## config.mk

```make
export PLATFORM = sky130hd
export DESIGN_NAME = spi_master_flat
export DESIGN_NICKNAME = d
export VERILOG_FILES = /design/src/rtl/spi_pkg.sv /design/src/rtl/spi_master_if.sv /design/src/rtl/spi_sck_gen.sv /design/src/rtl/spi_master.sv /design/src/flat_wrapper.sv
export SDC_FILE = /design/constraint.sdc
export NUM_CORES = 1
export LEC_CHECK = 0
export ABC_AREA = 1
export ABC_CLOCK_PERIOD_IN_PS = 1900
export CORE_ASPECT_RATIO = 1.5
export CORE_MARGIN = 4
export CORE_UTILIZATION = 55
export CTS_BUF_LIST = sky130_fd_sc_hd__clkbuf_4
export DETAILED_ROUTE_END_ITERATION = 10
export PLACE_DENSITY = 0.81
export SLEW_MARGIN = 20
export SYNTH_ARGS = -nofsm -noshare
export SYNTH_HDL_FRONTEND = slang
export SYNTH_HIERARCHICAL = 1
export SYNTH_SLANG_ARGS = --single-unit
```

## constraint.sdc

```tcl
create_clock -name clk -period 1.9 [get_ports clk]
set_clock_uncertainty 0.1 [all_clocks]
set_input_delay 0.475 -clock clk [delete_from_list [all_inputs] [get_ports clk]]
set_output_delay 0.475 -clock clk [all_outputs]
set_load 0.01 [all_outputs]
```

## src/rtl/spi_pkg.sv

```systemverilog
// ============================================================================
// Module      : spi_pkg
// Description : Shared FSM encoding and line-level constants for spi_master.
// Revision    : 1.0 - initial release
// ============================================================================
`default_nettype none

package spi_pkg;

  typedef enum logic [2:0] {
    ST_IDLE  = 3'd0,
    ST_SETUP = 3'd1,
    ST_LOW   = 3'd2,
    ST_HIGH  = 3'd3,
    ST_HOLD  = 3'd4
  } spi_state_e;

  localparam logic SCK_IDLE  = 1'b1;
  localparam logic SS_ACTIVE = 1'b0;

endpackage

`default_nettype wire

```

## src/rtl/spi_master_if.sv

```systemverilog
// ============================================================================
// Module      : spi_master_if
// Description : Handshake and serial-line bundle between spi_master and peers.
// Revision    : 1.0 - initial release
// ============================================================================
`default_nettype none

interface spi_master_if #(
  parameter int DATA_LENGTH = 8
);

  logic                   start;
  logic [DATA_LENGTH-1:0] data_in;
  logic [DATA_LENGTH-1:0] data_out;
  logic                   busy;
  logic                   done;
  logic                   ss;
  logic                   sck;
  logic                   mosi;
  logic                   miso;

  modport master (
    input  start, data_in, miso,
    output data_out, busy, done, ss, sck, mosi
  );

  modport slave (
    output start, data_in, miso,
    input  data_out, busy, done, ss, sck, mosi
  );

endinterface

`default_nettype wire

```

## src/rtl/spi_sck_gen.sv

```systemverilog
// ============================================================================
// Module      : spi_sck_gen
// Description : Divider producing a one-cycle tick every CLK_DIV enabled cycles.
// Revision    : 1.0 - initial release
// ============================================================================
`default_nettype none

module spi_sck_gen #(
  parameter int CLK_DIV = 4
) (
  input  logic clk,
  input  logic rst,
  input  logic en,
  output logic tick
);

  localparam int              CW     = (CLK_DIV > 1) ? $clog2(CLK_DIV) : 1;
  localparam logic [CW-1:0]   C_LAST = CW'(CLK_DIV - 1);

  logic [CW-1:0] r_cnt;

  // Held at zero while disabled so every phase starts a full CLK_DIV period.
  always_ff @(posedge clk) begin
    if (rst || !en) begin
      r_cnt <= '0;
    end else if (r_cnt == C_LAST) begin
      r_cnt <= '0;
    end else begin
      r_cnt <= r_cnt + 1'b1;
    end
  end

  assign tick = en && (r_cnt == C_LAST);

endmodule

`default_nettype wire

```

## src/rtl/spi_master.sv

```systemverilog
// ============================================================================
// Module      : spi_master
// Description : LSB-first SPI master, sck idles high, samples miso on sck rise.
// Revision    : 1.0 - initial release
// ============================================================================
`default_nettype none

module spi_master
  import spi_pkg::*;
#(
  parameter int DATA_LENGTH = 8,
  parameter int CLK_DIV     = 4
) (
  input  logic         clk,
  input  logic         rst,
  spi_master_if.master bus
);

  localparam int            BW         = $clog2(DATA_LENGTH) + 1;
  localparam logic [BW-1:0] C_LAST_BIT = BW'(DATA_LENGTH - 1);

  spi_state_e             r_state;
  logic [DATA_LENGTH-1:0] r_tx;
  logic [DATA_LENGTH-1:0] r_rx;
  logic [DATA_LENGTH-1:0] r_data_out;
  logic [BW-1:0]          r_bit;
  logic                   r_ss;
  logic                   r_sck;
  logic                   r_mosi;
  logic                   r_busy;
  logic                   r_done;
  logic                   w_en;
  logic                   w_tick;

  assign w_en = (r_state != ST_IDLE);

  spi_sck_gen #(
    .CLK_DIV (CLK_DIV)
  ) u_sck_gen (
    .clk  (clk),
    .rst  (rst),
    .en   (w_en),
    .tick (w_tick)
  );

  always_ff @(posedge clk) begin
    if (rst) begin
      r_state    <= ST_IDLE;
      r_tx       <= '0;
      r_rx       <= '0;
      r_data_out <= '0;
      r_bit      <= '0;
      r_ss       <= ~SS_ACTIVE;
      r_sck      <= SCK_IDLE;
      r_mosi     <= 1'b0;
      r_busy     <= 1'b0;
      r_done     <= 1'b0;
    end else begin
      r_done <= 1'b0;
      case (r_state)
        ST_IDLE: begin
          if (bus.start) begin
            r_tx    <= bus.data_in;
            r_rx    <= '0;
            r_bit   <= '0;
            r_ss    <= SS_ACTIVE;
            r_busy  <= 1'b1;
            r_state <= ST_SETUP;
          end
        end
        ST_SETUP: begin
          if (w_tick) begin
            r_sck   <= ~SCK_IDLE;
            r_mosi  <= r_tx[0];
            r_tx    <= r_tx >> 1;
            r_state <= ST_LOW;
          end
        end
        ST_LOW: begin
          // The last bit's high half-period doubles as HOLD, so done lands
          // CLK_DIV*(2*DATA_LENGTH+1) cycles after start.
          if (w_tick) begin
            r_sck   <= SCK_IDLE;
            r_rx    <= {bus.miso, r_rx[DATA_LENGTH-1:1]};
            r_state <= (r_bit == C_LAST_BIT) ? ST_HOLD : ST_HIGH;
          end
        end
        ST_HIGH: begin
          if (w_tick) begin
            r_sck   <= ~SCK_IDLE;
            r_mosi  <= r_tx[0];
            r_tx    <= r_tx >> 1;
            r_bit   <= r_bit + 1'b1;
            r_state <= ST_LOW;
          end
        end
        ST_HOLD: begin
          if (w_tick) begin
            r_ss       <= ~SS_ACTIVE;
            r_busy     <= 1'b0;
            r_done     <= 1'b1;
            r_data_out <= r_rx;
            r_mosi     <= 1'b0;
            r_state    <= ST_IDLE;
          end
        end
        default: r_state <= ST_IDLE;
      endcase
    end
  end

  assign bus.ss       = r_ss;
  assign bus.sck      = r_sck;
  assign bus.mosi     = r_mosi;
  assign bus.busy     = r_busy;
  assign bus.done     = r_done;
  assign bus.data_out = r_data_out;

endmodule

`default_nettype wire

```

## src/flat_wrapper.sv

```systemverilog
// flat-port wrapper written by rule: the top's interface ports become plain ports
module spi_master_flat import spi_pkg::*;
#(
  parameter int DATA_LENGTH = 8,
  parameter int CLK_DIV     = 4
)
  (clk, rst, bus_start, bus_data_in, bus_miso, bus_data_out, bus_busy, bus_done, bus_ss, bus_sck, bus_mosi);
  spi_master_if #(.DATA_LENGTH(DATA_LENGTH)) bus_i ();
  input  logic clk;
  input  logic rst;
  input wire logic [$bits(bus_i.start)-1:0] bus_start;
  input wire logic [$bits(bus_i.data_in)-1:0] bus_data_in;
  input wire logic [$bits(bus_i.miso)-1:0] bus_miso;
  output wire logic [$bits(bus_i.data_out)-1:0] bus_data_out;
  output wire logic [$bits(bus_i.busy)-1:0] bus_busy;
  output wire logic [$bits(bus_i.done)-1:0] bus_done;
  output wire logic [$bits(bus_i.ss)-1:0] bus_ss;
  output wire logic [$bits(bus_i.sck)-1:0] bus_sck;
  output wire logic [$bits(bus_i.mosi)-1:0] bus_mosi;
  assign bus_i.start = bus_start;
  assign bus_i.data_in = bus_data_in;
  assign bus_i.miso = bus_miso;
  assign bus_data_out = bus_i.data_out;
  assign bus_busy = bus_i.busy;
  assign bus_done = bus_i.done;
  assign bus_ss = bus_i.ss;
  assign bus_sck = bus_i.sck;
  assign bus_mosi = bus_i.mosi;
  spi_master #(.DATA_LENGTH(DATA_LENGTH), .CLK_DIV(CLK_DIV)) u_core (.clk(clk), .rst(rst), .bus(bus_i));
endmodule
```

==> out/metrics.yaml <==
grt_first_pass_wirelength_mm: 5.97
path_cells: "clkdlybuf4s50_1"
status: "finished, final reports clean"
vias: 1465
finalCriticalPeriod_ns: 1.81
combinationalPowerShare: 0.315
yosysSeqAreaShare: 0.450
tns_ns: 0
clkLatencyLatePin_ns: 0.34
diodes: 0
max_cap_violations: 0
grt-ovfl-total: 0
wl_per_cell_um: 11.4
post_synth_num_cell_types: 27
worst_pin_slew_ns: 0.283
start_util: 0.574
fin_nets: 268
swShare: 0.333
ant_nets: 0
crit_path_end_kind: "output port"
cpPeakStageDelay_ns: 0.54
postCtsSetupRepairBufs: 0
cp-start-kind: "flip-flop"
antenna_found_initial: 0
cp_slowest_cell: "clkdlybuf4s50_1"
die_w_um: 53.3
r2r_end: "u_core/r_state[1]$_SDFFE_PP0P_"
slew_violations: 0
rsz0062_at_grt: "false"
grt_max_degree: 14
avgSynthCellArea_um2: 7.68
cts_tree: "built"
setup_viol: 0
gp_congestion: 0.812
power_density_mw_per_mm2: 1050
setup.worst_path.end: "bus_sck"
relSlewSlack: 0.811
r2r_slack_ns: 0.22
cp.depth: 1
vias_per_cell: 4.98
die_h_um: 75.9
clockBufferDepth: 2
crit_buf_inv: 1
drc_errors: 0
postPlaceCellArea_mm2: 0.00200
ys_seq_elements: 38
io_buffers: 24
rows: 24
p_leak_nw: 0.924
worstReg2RegStart: "u_core/r_state[0]$_SDFFE_PP0P_"
switchingPower_mw: 0.731
grt_usage: 0.198
syn-num-nets: 234
area_growth_pct: 23.3
pwr-share-clk: 0.253
syn_inst: 220
crit_start: "u_core/bus.sck$_SDFFE_PP1P_"
power.internal_mw: 1.46
h-tree-depth: 2
hp-class: "flip-flop to flip-flop"
dr.first_iter.drc_count: 52
grt_pass1_vias: 1417
dp_hpwl_mm: 2.51
dr.pass1.iters: 4
fin_area_mm2: 0.00208
required_ns: 1.32
crit_arrival_ns: 1.24
max_freq_mhz: 552
cts_hold_buf: 0
cts-root-buf: "clkbuf_4"
hold_viol: 0
crit_fanout: 2
path_clk_slew_ns: 0.11
cp_top_family: "buffers and inverters"
drt-total-wl_mm: 3.36
p_seq_frac: 0.433
fillers: 265
core_mm2: 0.00294
syn-cell-area_mm2: 0.00169
r2r.worst_path.cells: 11
drive_gt1_frac: 0.180
synth-warning-count: 6
period_share: 0.953
cts.sinks: 38
fp.dieArea_mm2: 0.00404
ir_drop_v: 0.000770
cts_resized: 0
pin_count: 25
crit_type: "flip-flop to output port"
cts_buffers: 5
registers in the layout (all words and copies together), names as in the netlist:
signal and cells:
u_core/bus.mosi 1, u_core/r_bit 4, u_core/r_rx 8, u_core/u_sck_gen/r_cnt 2
u_core/bus.busy 1, u_core/bus.data_out 8, u_core/bus.done 1, u_core/bus.sck 1
u_core/r_tx 8, u_core/bus.ss 1, u_core/r_state 3
layout by cell type, fill, tap and decap left out, types with 2 or more instances in the layout:
master,count
clkdlybuf4s50_1,24
nor2_1,24
ha_1,2
clkbuf_4,7
a21oi_1,5
inv_2,5
nand2_1,81
nand4_1,2
nand2_4,3
nor2_8,2
o21ai_0,10
a21oi_2,10
nand3_4,2
buf_4,7
inv_1,10
nor2_2,3
nand3_2,2
nand3_1,8
dfxtp_1,38
how the worst min path moves through the flow:
| stage | depth (start not counted) | to | startpoint |
|---|---|---|---|
| final | 1 | u_core/u_sck_gen/r_cnt[0]$_SDFF_PP0_ | u_core/u_sck_gen/r_cnt[0]$_SDFF_PP0_ |
| after global routing | 1 | u_core/u_sck_gen/r_cnt[0]$_SDFF_PP0_ | u_core/u_sck_gen/r_cnt[0]$_SDFF_PP0_ |
| after CTS | 1 | u_core/u_sck_gen/r_cnt[0]$_SDFF_PP0_ | u_core/u_sck_gen/r_cnt[0]$_SDFF_PP0_ |
| after detailed placement | 1 | u_core/u_sck_gen/r_cnt[0]$_SDFF_PP0_ | u_core/u_sck_gen/r_cnt[0]$_SDFF_PP0_ |
| after global placement | 1 | u_core/u_sck_gen/r_cnt[0]$_SDFF_PP0_ | u_core/u_sck_gen/r_cnt[0]$_SDFF_PP0_ |
| after floorplan | 1 | u_core/u_sck_gen/r_cnt[0]$_SDFF_PP0_ | u_core/u_sck_gen/r_cnt[0]$_SDFF_PP0_ |
worst reg2reg max path, stage by stage, from the launching register on:
cell	delay, ns
dfxtp_1	0.48
nor2_4	0.06
nand2_1	0.09
nand2_1	0.06
inv_1	0.19
inv_2	0.14
nand3_1	0.14
nand2_1	0.07
nor2_2	0.12
nand2_1	0.06
nand2_1	0.05
nor2_1	0.03
area by class of cell:
cell class                      count  area (µm²)  area share
Multi-Input combinational cell    160         827       0.397
Sequential cell                    38         761       0.365
Timing Repair Buffer               31         293       0.141
Inverter                           18        71.3      0.0342
Clock buffer                        7        52.6      0.0252
Tap cell                           39        48.8      0.0234
Clock inverter                      1        30.0      0.0144
cells in the mapped netlist:
master     n  area (µm²)
inv_1     10        37.5
nor2_8     2        40.0
buf_6      2        22.5
nor2_1    24        90.1
nor2_4     1        11.3
nand3_1    8        40.0
a21oi_2   10        87.6
nand2_1   81         304
a21oi_1    5        25.0
ha_1       2        25.0
o21a_1     1        7.51
inv_2      5        18.8
o21ai_1    1        5.00
nand4_1    2        12.5
nand3_2    2        20.0
clkinv_2   1        5.00
nand3_4    2        35.0
nand2_2    1        6.26
o21ai_0   10        50.1
dfxtp_1   38         761
o211ai_1   1        7.51
clkinv_1   1        3.75
a211oi_1   1        7.51
inv_4      1        6.26
nand2_4    3        33.8
clkbuf_1   2        7.51
nor2_2     3        18.8
metrics by stage:
step	util	instances	power (mW)	worst slack (ns)	hold WS [ns]
6_report	0.708	294	2.20	0.0896	0.323
5_1_grt	0.708	294	2.35	0.0392	0.355
4_1_cts	0.708	294	2.22	0.0746	0.333
3_5_place_dp	0.680	286	1.66	0.116	0.317
3_3_place_gp	0.680	286	1.64	0.131	0.310
2_1_floorplan	-	220	1.46	0.276	0.296
power by group through the flow:
stage | Combinational, mW | Sequential, mW | Clock (mW)
2_1_floorplan | 0.488 | 0.974 | 0
3_3_place_gp | 0.678 | 0.966 | 0
4_1_cts | 0.698 | 0.950 | 0.574
3_5_place_dp | 0.691 | 0.967 | 0
5_1_grt | 0.787 | 0.962 | 0.599
6_report | 0.691 | 0.950 | 0.555
routing by layer:
| layer | share of wire | track usage |
|---|---|---|
| met5 | 0 | 0 |
| met4 | 0.011 | 0.0597 |
| met3 | 0.048 | 0.0489 |
| met1 | 0.39 | 0.208 |
| met2 | 0.55 | 0.378 |
kinds of logic (layout without fill, tap and decap cells):
family | count (synthesis) | count (layout) | share of synthesized area
AND/OR/NAND/NOR | 129 | 129 | 0.362
buffers and inverters | 22 | 57 | 0.0600
adder cells (fa/ha/maj) | 2 | 2 | 0.0148
flip-flops | 38 | 38 | 0.450
AO/OA/AOI/OAI | 29 | 29 | 0.113
(Power assumes the default switching activity.)
